[config.mk]
export PLATFORM = sky130hd
export DESIGN_NAME = dfu_boot_helper
export DESIGN_NICKNAME = d
export VERILOG_FILES = /design/src/rtl/dfu_boot_helper.sv
export SDC_FILE = /design/constraint.sdc
export NUM_CORES = 1
export LEC_CHECK = 0
export CORE_MARGIN = 4
export CORE_UTILIZATION = 55
export CTS_CLUSTER_SIZE = 16
export DETAILED_ROUTE_END_ITERATION = 8
export PLACE_DENSITY = 0.73
export SLEW_MARGIN = 10
export SYNTH_ARGS = -nofsm -noshare
export SYNTH_HDL_FRONTEND = slang
export SYNTH_SLANG_ARGS = --single-unit
[constraint.sdc]
create_clock -name clk -period 2.2 [get_ports clk]
set_clock_uncertainty 0.15 [all_clocks]
set_input_delay 0.44 -clock clk [delete_from_list [all_inputs] [get_ports clk]]
set_output_delay 0.44 -clock clk [all_outputs]
set_load 0.02 [all_outputs]
[src/rtl/dfu_boot_helper.sv]
// Button conditioner and warm-boot/reset request generator for the iCE40 SB_WARMBOOT primitive.
// Pad->btn_val 6 clocks, boot_now->wb_req 1 clock, wb_boot trails wb_req by 1 clock; no backpressure.
module dfu_boot_helper #(
   parameter int TIMER_WIDTH = 24,
   parameter int BTN_MODE    = 3,
   parameter int DFU_MODE    = 1
) (
   input  logic       clk,
   input  logic       rst_n,
   input  logic       boot_now,
   input  logic [1:0] boot_sel,
   input  logic       btn_pad,
   output logic       btn_val,
   output logic       rst_req,
   output logic       wb_req,
   output logic [1:0] wb_sel,
   output logic       wb_boot
);

   localparam logic [TIMER_WIDTH-1:0] LONG_PRE = {1'b0, {(TIMER_WIDTH-1){1'b1}}};
   localparam logic [TIMER_WIDTH-1:0] ONE      = TIMER_WIDTH'(1);

   logic                   btn_pressed;
   logic                   btn_meta;
   logic                   btn_sync;
   logic [1:0]             flt_cnt;
   logic [TIMER_WIDTH-1:0] arm_cnt;
   logic [TIMER_WIDTH-1:0] press_cnt;
   logic                   armed;
   logic                   short_rel;
   logic                   long_hit;

   // Modes 2 and 3 are both active-low; the mode-3 pull-up sits in the pad's SB_IO.
   always_comb begin
      case (BTN_MODE)
         1:       btn_pressed = btn_pad;
         2, 3:    btn_pressed = ~btn_pad;
         default: btn_pressed = 1'b0;
      endcase
   end

   // Synchronizer holds the pressed polarity, so its reset value means released.
   always_ff @(posedge clk or negedge rst_n) begin
      if (!rst_n) begin
         btn_meta <= 1'b0;
         btn_sync <= 1'b0;
         flt_cnt  <= 2'd0;
         btn_val  <= 1'b0;
      end else begin
         btn_meta <= btn_pressed;
         btn_sync <= btn_meta;
         if (btn_sync == btn_val) begin
            flt_cnt <= 2'd0;
         end else if (flt_cnt == 2'd3) begin
            btn_val <= btn_sync;
            flt_cnt <= 2'd0;
         end else begin
            flt_cnt <= flt_cnt + 2'd1;
         end
      end
   end

   always_ff @(posedge clk or negedge rst_n) begin
      if (!rst_n) begin
         arm_cnt   <= '0;
         armed     <= 1'b0;
         press_cnt <= '0;
      end else begin
         if (btn_val) begin
            arm_cnt <= '0;
         end else if (!armed) begin
            arm_cnt <= arm_cnt + ONE;
         end
         armed <= armed | arm_cnt[TIMER_WIDTH-1];

         if (!btn_val) begin
            press_cnt <= '0;
         end else if (!press_cnt[TIMER_WIDTH-1]) begin
            press_cnt <= press_cnt + ONE;
         end
      end
   end

   // Both events are single-cycle: the counter clears or saturates on the following edge.
   assign short_rel = !btn_val && (press_cnt != '0) && !press_cnt[TIMER_WIDTH-1];
   assign long_hit  = btn_val && (press_cnt == LONG_PRE);

   always_ff @(posedge clk or negedge rst_n) begin
      if (!rst_n) begin
         rst_req <= 1'b0;
         wb_req  <= 1'b0;
         wb_sel  <= 2'b00;
         wb_boot <= 1'b0;
      end else begin
         rst_req <= 1'b0;
         wb_boot <= wb_req;
         if (!wb_req) begin
            if (boot_now) begin
               wb_req <= 1'b1;
               wb_sel <= boot_sel;
            end else if (armed) begin
               if (short_rel) begin
                  if (DFU_MODE != 0) begin
                     wb_req <= 1'b1;
                     wb_sel <= 2'b10;
                  end else begin
                     rst_req <= 1'b1;
                  end
               end
               if (long_hit) begin
                  if (DFU_MODE != 0) begin
                     rst_req <= 1'b1;
                  end else begin
                     wb_req <= 1'b1;
                     wb_sel <= 2'b01;
                  end
               end
            end
         end
      end
   end

endmodule

# After elaboration in Yosys (flattened, before gate mapping)

Cells that the tools add are included.

Add/sub/neg operators: 3
Equality and inequality tests: 5
Multiplexer cells: 17
Bitwise logic cells: 4
Reductions and logical operators: 10

Operators with widths:

| kind                                             | number |
|---|---|
| 2-to-1 mux 24 bit                                | 4 |
| adder 24 x 1 -> 24 bit (second input constant)   | 2 |
| == test 24 x 23 -> 1 bit (second input constant) | 1 |
| nonzero test 24 bit                              | 1 |
| 2-to-1 mux 2 bit                                 | 5 |
| 2-to-1 mux 1 bit                                 | 8 |
| inequality test 2 bit (second input constant)    | 2 |
| nonzero test 2 bit                               | 2 |
| logical AND 1 bit                                | 3 |
| NOT 1 bit                                        | 3 |
| AND reduction 3 bit                              | 1 |
| adder 2 x 1 -> 2 bit (second input constant)     | 1 |
| == test 2 bit (second input constant)            | 1 |
| zero test 1 bit                                  | 2 |
| AND reduction 2 bit                              | 1 |
| == test 1 bit                                    | 1 |
| bitwise OR 1 bit                                 | 1 |

Register bits after elaboration: 59
Bits of input ports: 6
Word-level logic and storage cells: 51

# Depth between registers and ports, before layout

Gate-level depths: netlist of run 1.

Word-level depth: 7
Depth in mapped cells: 7
Mapped depth without buffers: 6

# Worst setup path after synthesis of run 1

Ideal clock, no wire load.

Path kind: flip-flop to flip-flop
Start: register press_cnt[0]
End: register press_cnt[16]
Setup time: 78 ps
Data arrival time: 1722 ps
Required time: 1972 ps
Path slack: 250 ps
Stages on the path, launching flop included: 7
Period minus slack after synthesis: 1950 ps
Cells stage by stage: dfrtp_1 ha_1 nand3b_1 or3_1 buf_2 or4_1 a21oi_1

Longest elaborated chain between the ends: 3

Ends and longest elaborated chain:

| what                   | line | text |
|---|---|---|
| from (decl)            | 28   | `logic [TIMER_WIDTH-1:0] press_cnt;` |
| from (signal assigned) | 79   | `press_cnt <= press_cnt + ONE;` |
| adder 24 x 1 -> 24 bit | 79   |  |
| 2-to-1 mux 24 bit      | 78   | `end else if (!press_cnt[TIMER_WIDTH-1]) begin` |
| 2-to-1 mux 24 bit      | 76   | `if (!btn_val) begin` |

Every way passes these cells. The select of a mux whose other input is x is not followed.
A chain may end at the register's enable or synchronous reset.

# Worst setup path in the final report of run 1

Start: register press_cnt[5]
End: register press_cnt[20]

Same word-level chain as after synthesis.

==> metrics.md, run 1 <==
| Metric | Value |
|---|---|
| Power share of the sequential group | `49.8%` |
| Critical path data required time | `2300 ps` |
| Ports | `12` |
| Sequential area share after synthesis | `50.47%` |
| Hold Slack | `207.5 ps` |
| First-pass GRT wire length | `10.02 mm` |
| Largest net degree at the start of global routing | `28` |
| Slew margin rel. | `49.66%` |
| Die area | `0.006550 sq mm` |
| Area Growth Syn to Fin | `12.83%` |
| Crit end category | `flop` |
| CTS tree | `built` |
| Antenna-violating nets left | `0` |
| CTS clock-pin slew for the worst setup and hold paths | `60 ps` |
| Worst skew pair latency | `340 ps` |
| Post-synth EDFFs | `0` |
| Top post-synthesis cells by area | `dfrtp_1 50%, xnor2_1 4.5%, nor2_1 3.7%, a21oi_1 3.6%, or4_1 3.6%` |
| Initial DRC Count | `117` |
| Root buf cell | `clkbuf_8` |
| Max clock buf depth | `2` |
| Max-cap violations | `0` |
| Initial Util | `56.91%` |
| Mapped Nets | `305` |
| Global Route Usage Sum | `20.25%` |
| Core area | `0.005140 sq mm` |
| Clock network fraction of total power | `33.0%` |
| RSZ-0062 raised after global routing | `no` |
| Yosys synthesis warning count | `0` |
| CTS sink cnt | `59` |
| Leak | `1.348 nW` |
| Cells after Synth | `295` |
| Combinational share of power | `17.2%` |
| Vias in the first global route | `2130` |
| # resized after CTS | `0` |
| Fmax | `0.4965 GHz` |
| Area leader, netlist | `dfrtp_1` |
| Most used DFF post-synth | `dfrtp_1` |
| Crit path kind | `flop to flop` |
| Post-synthesis cell type count | `38` |
| DRT Wirelength | `5.736 mm` |
| Die Height | `80.93 microns` |
| Vias per inst | `5.829` |
| Share of the synthesized area in the top cell type | `50.47%` |
| Cell-internal power | `1.744 mW` |
| Yosys reg bits | `59` |
| CTS Buf Count | `9` |
| Hold crit path type | `flop to flop` |
| Syn Area/Cell | `9.916 sq um` |
| Drt drc | `0` |
| Pwr/cell area | `750.0 mW/mm^2` |
| Startpoint Class | `flop` |
| Min Tclk post-route | `2014 ps` |
| Switching Share | `29.55%` |
| Routability congestion estimate | `0.7893` |
| Global route overflow | `0` |
| Final worst-path cycle share | `91.56%` |
| Setup_tns | `0 ps` |
| Share of layout cells above drive strength 1 | `9.148%` |
| Mapped Area | `0.002925 sq mm` |
| Slew Viols, Final | `0` |
| Ant. Diodes | `0` |
| H-tree levels | `3` |
| Initial antenna violation count | `0` |
| Row count | `26` |
| Worst slew pin tran | `754.2 ps` |
| Vias | `2256` |
| Layout Nets | `323` |
| Worst Path Max Fanout | `10` |
| Status | `complete, no violations` |
| Sw Pwr | `731.4 uW` |
| Die W | `80.93 microns` |
| Reg2Reg Depth | `4` |
| Async SR Flop Fraction | `100.0%` |
| Crit path DAT | `2110 ps` |
| Final setup viols | `0` |
| Initial DRT Pass Iterations | `4` |
| IO Port Bufs | `11` |
| Drt wl/cell | `14.82 microns` |
| Post-DP HPWL | `4.000 mm` |
| Hold Path Cell Cnt | `0` |
| Peak VDD IR | `0.0007797 V` |
| Hold Vio Cnt, Final | `0` |
-- power by group through the flow --
stage	combinational (mW)	sequential, mW	clock [mW]
floorplan	0.287	1.24	0
global placement	0.411	1.25	0
detailed placement	0.434	1.25	0
CTS	0.438	1.23	0.837
global route	0.489	1.25	0.888
finish	0.427	1.23	0.817
-- worst max-delay path, stage by stage, from the launching register on --
cell	delay [ps]
dfrtp_1	470
nand4_4	190
or3_1	540
or4_1	430
a21oi_1	150
-- stage by stage --
step	utilization (%)	worst slack, ps	std cells	instance area, sq um	power [mW]
2_1_floorplan	-	249.5	295	2925	1.527
3_3_place_gp	60.76	221.4	370	3123	1.657
3_5_place_dp	60.76	137.1	370	3123	1.684
4_1_cts	64.07	127.0	386	3293	2.507
5_1_grt	64.22	24.95	387	3301	2.623
6_report	64.22	185.8	387	3301	2.475
-- sequential cells by signal, summed over array words and instances (netlist names) --
register / cells
btn_val: 1
btn_sync: 1
flt_cnt: 2
wb_boot: 1
armed: 1
press_cnt: 24
wb_sel: 2
btn_meta: 1
arm_cnt: 24
rst_req: 1
wb_req: 1
-- synthesized netlist by cell type, drive strengths merged, types with 8 or more instances --
library cell / instances
a21oi: 21
nand2: 14
or3: 9
dfrtp: 59
xnor2: 15
inv: 11
nor2: 29
or4: 14
xor2: 10
o31ai: 13
nor3: 8
nand3: 11
nand4: 15
buf: 9
o21ai: 8
-- what timing repair did --
action / 4_1_cts / 5_1_grt
endpoints found under the hold margin: 16 / 0
setup endpoints to repair: 0 / 3
hold buffers: 1 / 0
buffers inserted: 0 / 1
-- final cells by class --
cell class,instances,area [sq um]
clock buffers,12,145.1
clock inverters,3,15.01
fillers,455,1839
inverters,11,41.29
multi-input cells,209,1338
flip-flops and latches,59,1476
well taps,70,87.58
repair buffers,23,197.7
-- per-layer routing --
metal  vias up  share of wire [%]  GRT usage [%]
li1       1118                  -              -
met1      1095                 49          29.00
met2        31                 45          28.90
met3        12                4.2          6.098
met4         0                1.7          7.601
met5         -                  0              0
-- logic make-up after synthesis --
| logic type | after synthesis | synth area share (%) |
|---|---|---|
| DFF | 59 | 50.47 |
| AOI/OAI and AO/OA | 47 | 9.838 |
| buffers and inverters | 27 | 3.806 |
| adders and majority gates | 4 | 1.711 |
| xor gates and xnor gates | 25 | 7.485 |
| and+or+nand+nor | 131 | 26.00 |
| muxes | 2 | 0.6844 |
-- cell usage in the layout, fill, tap and decap left out, drive strengths merged, types with 3 or more instances in the layout --
master	count
a21oi	21
and3	3
and4	6
buf	12
clkbuf	12
clkdlybuf4s50	10
clkinv	3
dfrtp	59
ha	4
inv	11
nand2	14
nand3	11
nand4	15
nor2	29
nor2b	4
nor3	8
nor4	7
o21ai	8
o31ai	13
or3	9
or4	14
xnor2	15
xor2	10
-- final timing paths --
path | from | end | slack, ps
max reg2reg | press_cnt[5] | press_cnt[20] | 190
min reg2reg | btn_meta | btn_sync | 210
min | btn_meta | btn_sync | 210
max | press_cnt[5] | press_cnt[20] | 190
min in group asynchronous | rst_n | arm_cnt[17] | 410
max in group asynchronous | rst_n | press_cnt[8] | 840
No activity file was read; power rests on OpenSTA's default activity.
==> run 2: changes to the inputs <==
Settings changed: GPL_ROUTABILITY_DRIVEN set to 0, SKIP_LAST_GASP set to 1.
==> results of run 2 <==
No change in the layout: final DEF, timing and power equal those of run 1.
